`config.mk`:
```
export PLATFORM = sky130hd
export DESIGN_NAME = cond_logic
export DESIGN_NICKNAME = d
export VERILOG_FILES = /design/src/rtl/cond_logic.sv
export SDC_FILE = /design/constraint.sdc
export NUM_CORES = 1
export LEC_CHECK = 0
export ABC_AREA = 1
export BUFFER_PORTS_ARGS = -buffer_cell sky130_fd_sc_hd__buf_2
export CORE_MARGIN = 2
export CORE_UTILIZATION = 30
export DETAILED_ROUTE_END_ITERATION = 16
export MAX_ROUTING_LAYER = met4
export PLACE_DENSITY = 0.55
export SKIP_CTS_REPAIR_TIMING = 1
export SYNTH_ARGS = -nofsm -noshare
export SYNTH_HDL_FRONTEND = slang
export SYNTH_SLANG_ARGS = --single-unit
```
`constraint.sdc`:
```
create_clock -name clk -period 3.2 [get_ports clk]
set_input_delay 0.96 -clock clk [delete_from_list [all_inputs] [get_ports clk]]
set_output_delay 0.96 -clock clk [all_outputs]
set_load 0.03 [all_outputs]
```
`src/rtl/cond_logic.sv`:
```
// cond_logic: conditional-execution stage.
// Holds the architectural {N,Z,C,V} flags and evaluates the instruction
// condition field against them. Decoder write/branch requests are gated so
// that only instructions whose condition passes change architectural state.
module cond_logic (
  input  logic       clk,
  input  logic       reset,
  input  logic       en,
  input  logic [3:0] Cond,
  input  logic [3:0] ALUFlags,
  input  logic [1:0] FlagW,
  input  logic       PCS,
  input  logic       RegW,
  input  logic       MemW,
  output logic       PCSrc,
  output logic       RegWrite,
  output logic       MemWrite,
  output logic       CondEx,
  output logic [3:0] Flags
);

  typedef enum logic [3:0] {
    EQ = 4'h0, NE = 4'h1, CS = 4'h2, CC = 4'h3,
    MI = 4'h4, PL = 4'h5, VS = 4'h6, VC = 4'h7,
    HI = 4'h8, LS = 4'h9, GE = 4'hA, LT = 4'hB,
    GT = 4'hC, LE = 4'hD, AL = 4'hE, NV = 4'hF
  } cond_t;

  cond_t cond_code;
  logic  n, z, c, v;
  logic  wr_nz, wr_cv;

  assign cond_code = cond_t'(Cond);
  assign {n, z, c, v} = Flags;

  // Condition evaluation against the flags registered before this instruction
  always_comb begin
    CondEx = 1'b0;
    case (cond_code)
      EQ: CondEx = z;
      NE: CondEx = ~z;
      CS: CondEx = c;
      CC: CondEx = ~c;
      MI: CondEx = n;
      PL: CondEx = ~n;
      VS: CondEx = v;
      VC: CondEx = ~v;
      HI: CondEx = c & ~z;
      LS: CondEx = ~c | z;
      GE: CondEx = (n == v);
      LT: CondEx = (n != v);
      GT: CondEx = ~z & (n == v);
      LE: CondEx = z | (n != v);
      AL: CondEx = 1'b1;
      NV: CondEx = 1'b0;
      default: CondEx = 1'b0;
    endcase
  end

  // Request gating: only an enabled, condition-passing instruction takes effect
  always_comb begin
    PCSrc    = PCS  & CondEx & en;
    RegWrite = RegW & CondEx & en;
    MemWrite = MemW & CondEx & en;
    wr_nz    = FlagW[1] & CondEx & en;
    wr_cv    = FlagW[0] & CondEx & en;
  end

  // Flags register: NZ and CV halves are independently enabled
  always_ff @(posedge clk or posedge reset) begin
    if (reset) begin
      Flags <= '0;
    end else begin
      if (wr_nz) Flags[3:2] <= ALUFlags[3:2];
      if (wr_cv) Flags[1:0] <= ALUFlags[1:0];
    end
  end

endmodule

```
* Yosys cells after proc, flatten, opt, wreduce, memory -nomap -nowiden
Index checks and enable logic that the tools add are counted.
** Word-level totals
- Memories kept :: 0
- Logic and storage cells :: 39
- Input port bits :: 16
- Output and inout bits :: 8
- Bits in latches :: 0
- Register bits :: 4
- Memory bits (read-only) :: 0
- Bits in writable memories :: 0
** Operators by class
- $mul :: 0
- Add/subtract/negate cells :: 0
- Magnitude comparators :: 0
- Equal/unequal tests :: 17
- Bitwise gates (word level) :: 18
- Reductions and logical operators :: 1
- Muxes and demuxes :: 1
- Divide/modulo/power cells :: 0
- Shifts and indexed selects :: 0
** Operator list (number)
- 4-bit equality test (second input constant) :: 8
- 4-bit by 3-bit equality test with 1-bit output (second input constant) :: 4
- 1-bit case mux with 16 select lines :: 1
- 1-bit bitwise AND :: 12
- 4-bit by 2-bit equality test with 1-bit output (second input constant) :: 2
- 4-bit by 1-bit equality test with 1-bit output (second input constant) :: 1
- 4-bit logical NOT :: 1
- 1-bit inverter :: 4
- 1-bit bitwise OR :: 2
- 1-bit equality test :: 1
- 1-bit != test :: 1

* Depth between registers and ports, before layout
- Depth after elaboration :: 5
- Gate-level depth with buffers :: 13

* Least setup slack after synthesis
No wires, ideal clock.
- Path type :: input-to-output
- Start point :: input Cond[1]
- End point :: output MemWrite
- Arrival time :: 2158 ps
- Stages on the path :: 11
- Slack :: 82 ps
- Path buffers :: 0
- Path through :: nor2_1 -> nand3_1 -> nand2_1 -> inv_1 -> nand2_1 -> nand2_1 -> nand3_2 -> nand2_2 -> nand3_4 -> nand2_2 -> nor2_1
** On the way
- Longest elaborated chain between the ends :: 4
- Elaborated cells on any way between the ends :: 19
- Classes of those cells :: eq/ne: 15; mux: 1; bitwise: 2; reduce/logical: 1
** Ends and longest elaborated chain
- start, declared :: RTL line 9 : input logic [3:0] Cond,
- 4-bit equality test, or another cell as far along :: RTL line 39 : case (cond_code)
- 1-bit case mux with 16 select lines (*) :: RTL line 39
- net CondEx :: RTL line 18 : output logic CondEx,
- 1-bit bitwise AND (*) (2 in a row) :: RTL line 64 : MemWrite = MemW & CondEx & en;
- end, declared :: RTL line 17 : output logic MemWrite,
Mark *: on every way through the listed nets, which the timed path passes. The rest lies on a longest branch.

* Final worst setup path
- Start point :: input Cond[0]
- End point :: output MemWrite
** On the way
- Longest elaborated chain between the ends :: 4
- Elaborated cells on any way between the ends :: 19
- Classes of those cells :: eq/ne: 15; mux: 1; bitwise: 2; reduce/logical: 1
** Ends and longest elaborated chain (RTL line)
- 4-bit equality test, or another cell as far along :: 39
- 1-bit case mux with 16 select lines (*) :: 39
- 1-bit bitwise AND (*) (2 in a row) :: 64
Every way passes the cells marked *; elsewhere a longest branch is shown, timed or not.

==> impl_metrics.toml <==
[floorplanning]
start_util_pct = 32.6
pin_count = 24
dieArea_mm2 = 0.00177
core_mm2 = 0.00133
die_w_um = 42.1
num_rows = 13
die_y_um = 42.1

[timing]
fmax_mhz = 329
rsz0062_at_grt = "false"
finalCritPeriodShare_pct = 94.9
tightestPinTransition_ns = 0.241
finalCriticalPeriod_ns = 3.04
finalHoldViolCount = 0
max_slew_margin_pct = 84.0
setup_viol = 0
setup_tns_ns = 0
finClkSkew_ns = 0.00165
slew_viol_final = 0

[global_route]
antenna_found_initial = 0
grtUsageTotal_pct = 11.9
overflow = 0
grt_pass1_vias = 451
grt_max_degree = 8
grt_pass1_wl_um = 1610

[detailed_routing]
avgViaCountPerCell = 4.47
routedWlPerCell_um = 8.47
highest_layer = "met4"
wl_met2_um = 474
vias = 528
drtPass1Iterations = 4
drt_iter0_markers = 10
ant_nets = 0
wl_met3_um = 65
routed_wl_um = 999
drc_errors = 0
wl_met1_um = 450

[power]
p_clk_share_pct = 13.5
p_int_mw = 0.216
netSwitchingFraction_pct = 53.2
ir_drop_uv = 325
switching_power_mw = 0.245
power.leakage_nw = 0.388
combPwrFrac_pct = 63.2
p_seq_share_pct = 23.3
power_per_cell_area_mw_per_mm2 = 749

[worst_setup_path]
cp_max_fo = 4
path_class = "primary input to primary output"
cp.arrival_ns = 2.08
crit_required_ns = 2.24
end_kind = "primary output"
startpoint_type = "primary input"

[cts]
clkTransAtPathRegs_ns = 0.04
clock_path_buffers = 2
cts_buffers = 3
clock-root-buffer = "clkbuf_4"
h-tree-depth = 1
clk_latency_ns = 0.23
cts_tree = "yes"
cts_sinks = 4

[synthesis]
synth.distinct_cells = 12
synth_top_area_share_pct = 23.0
syn_inst = 75
async_reset_ff_share_pct = 100
synth_mux_area_share_pct = 0
synth_nets = 91
synth_compound_area_share_pct = 8.05
synth_top_family_by_area = "simple AND/OR/NAND/NOR gates"
synthTopCellsByArea = "dfrtp_1 (23%), nand2_1 (21%), nand3_1 (13%)"
synth_edf_count = 0
avgSynthCellArea_um2 = 5.81
yosys_warnings = 0
synth_adder_area_share_pct = 0
synth_commonest_cells = "nand2_1 (24), inv_1 (14), nand3_1 (11)"
synth_area_leader_cell = "dfrtp_1"
synth_most_common_cell = "nand2_1"
seq_area_frac_synth_pct = 23.0
synth_seq_cells = 4
synth-xor-area-share_pct = 0
synth_ff_type = "dfrtp_1"
synthSimpleGateAreaFrac_pct = 56.9
synth_area_um2 = 435

[cells_and_area]
synthToLayoutAreaGrowth_pct = 41.1
diodes = 0
largest_reg_flops = 4
multiInputGateArea_um2 = 288
nets = 121
nFillCells = 156
top_regs = "Flags (4)"
final_cells = 118
register_area_um2 = 100
regMostFlops = "Flags"
layout-drive-gt1-share_pct = 37.9

[placed_design]
dp_hpwl_um = 864
place_congestion = 0.907
place_inst = 115
numPortBuffers = 23

[worst_hold_path]
hold_class = "register to register"

[outcome]
status = "completed"

[job]
max_cap_violations = 0
power groups by stage:
stage                     clock network [mW]  logic [mW]  registers, mW
after floorplan                            0       0.167          0.149
after global placement                     0       0.294          0.107
after detailed placement                   0       0.292          0.108
after CTS                             0.0668       0.293          0.107
after global routing                  0.0706       0.328          0.113
final                                 0.0624       0.291          0.107
kinds of logic after synthesis:
logic type      count (synthesis)
buf+inv                        14
compound gates                  6
simple gates                   51
flops                           4
critical path, cell delays in order:
cell,delay (ns)
buf_2,0.12
inv_1,0.09
nand2_1,0.11
nand3_1,0.09
nand2_1,0.05
nand2_1,0.07
nand2_1,0.06
nand3_2,0.06
nand2_2,0.06
nand3_4,0.07
nand2_2,0.06
nor2_1,0.08
buf_2,0.20
cell type report:
cell class,instances,share of cell area [%]
Clock buffer,3,3.67
Timing Repair Buffer,25,21.6
Inverter,14,8.55
Multi-Input combinational cell,57,46.8
Tap cell,15,3.05
Sequential cell,4,16.3
metrics by stage:
step	worst slack (ns)	power (mW)	instance area, µm²	hold slack (ns)	utilization (%)
after detailed placement	0.126	0.400	584	0.526	43.8
final	0.164	0.460	614	0.538	46.1
after floorplan	0.0818	0.317	435	0.674	-
after CTS	0.122	0.467	607	0.534	45.5
after global routing	0.00364	0.511	614	0.568	46.1
after global placement	0.118	0.401	584	0.518	43.8
path summary, 6_finish.rpt:
kind | startpoint | end | slack [ns] | depth (start not counted)
worst max-delay path | Cond[0] | MemWrite | 0.16 | 13
worst min-delay path | Flags[2] | Flags[2] | 0.54 | 2
worst max register to register | Flags[3] | Flags[3] | 1.74 | 9
worst min register to register | Flags[2] | Flags[2] | 0.54 | 2
max in group asynchronous | reset | Flags[3] | 2.46 | 2
min in group asynchronous | reset | Flags[1] | 0.59 | 2
cells in the final DEF (no fill, tap or decap), drive strengths merged:
cell,count
nand2,30
buf,25
inv,14
nand3,13
nor2,8
dfrtp,4
o21ai,3
clkbuf,3
o211ai,2
a21oi,1
routing by layer:
| metal | vias up | global-route usage, % |
|---|---|---|
| li1 | 293 | - |
| met1 | 216 | 13.2 |
| met2 | 17 | 20.3 |
| met3 | 2 | 1.29 |
| met4 | 0 | 7.50 |
| met5 | - | - |
Power figures use the tool's default switching activity.
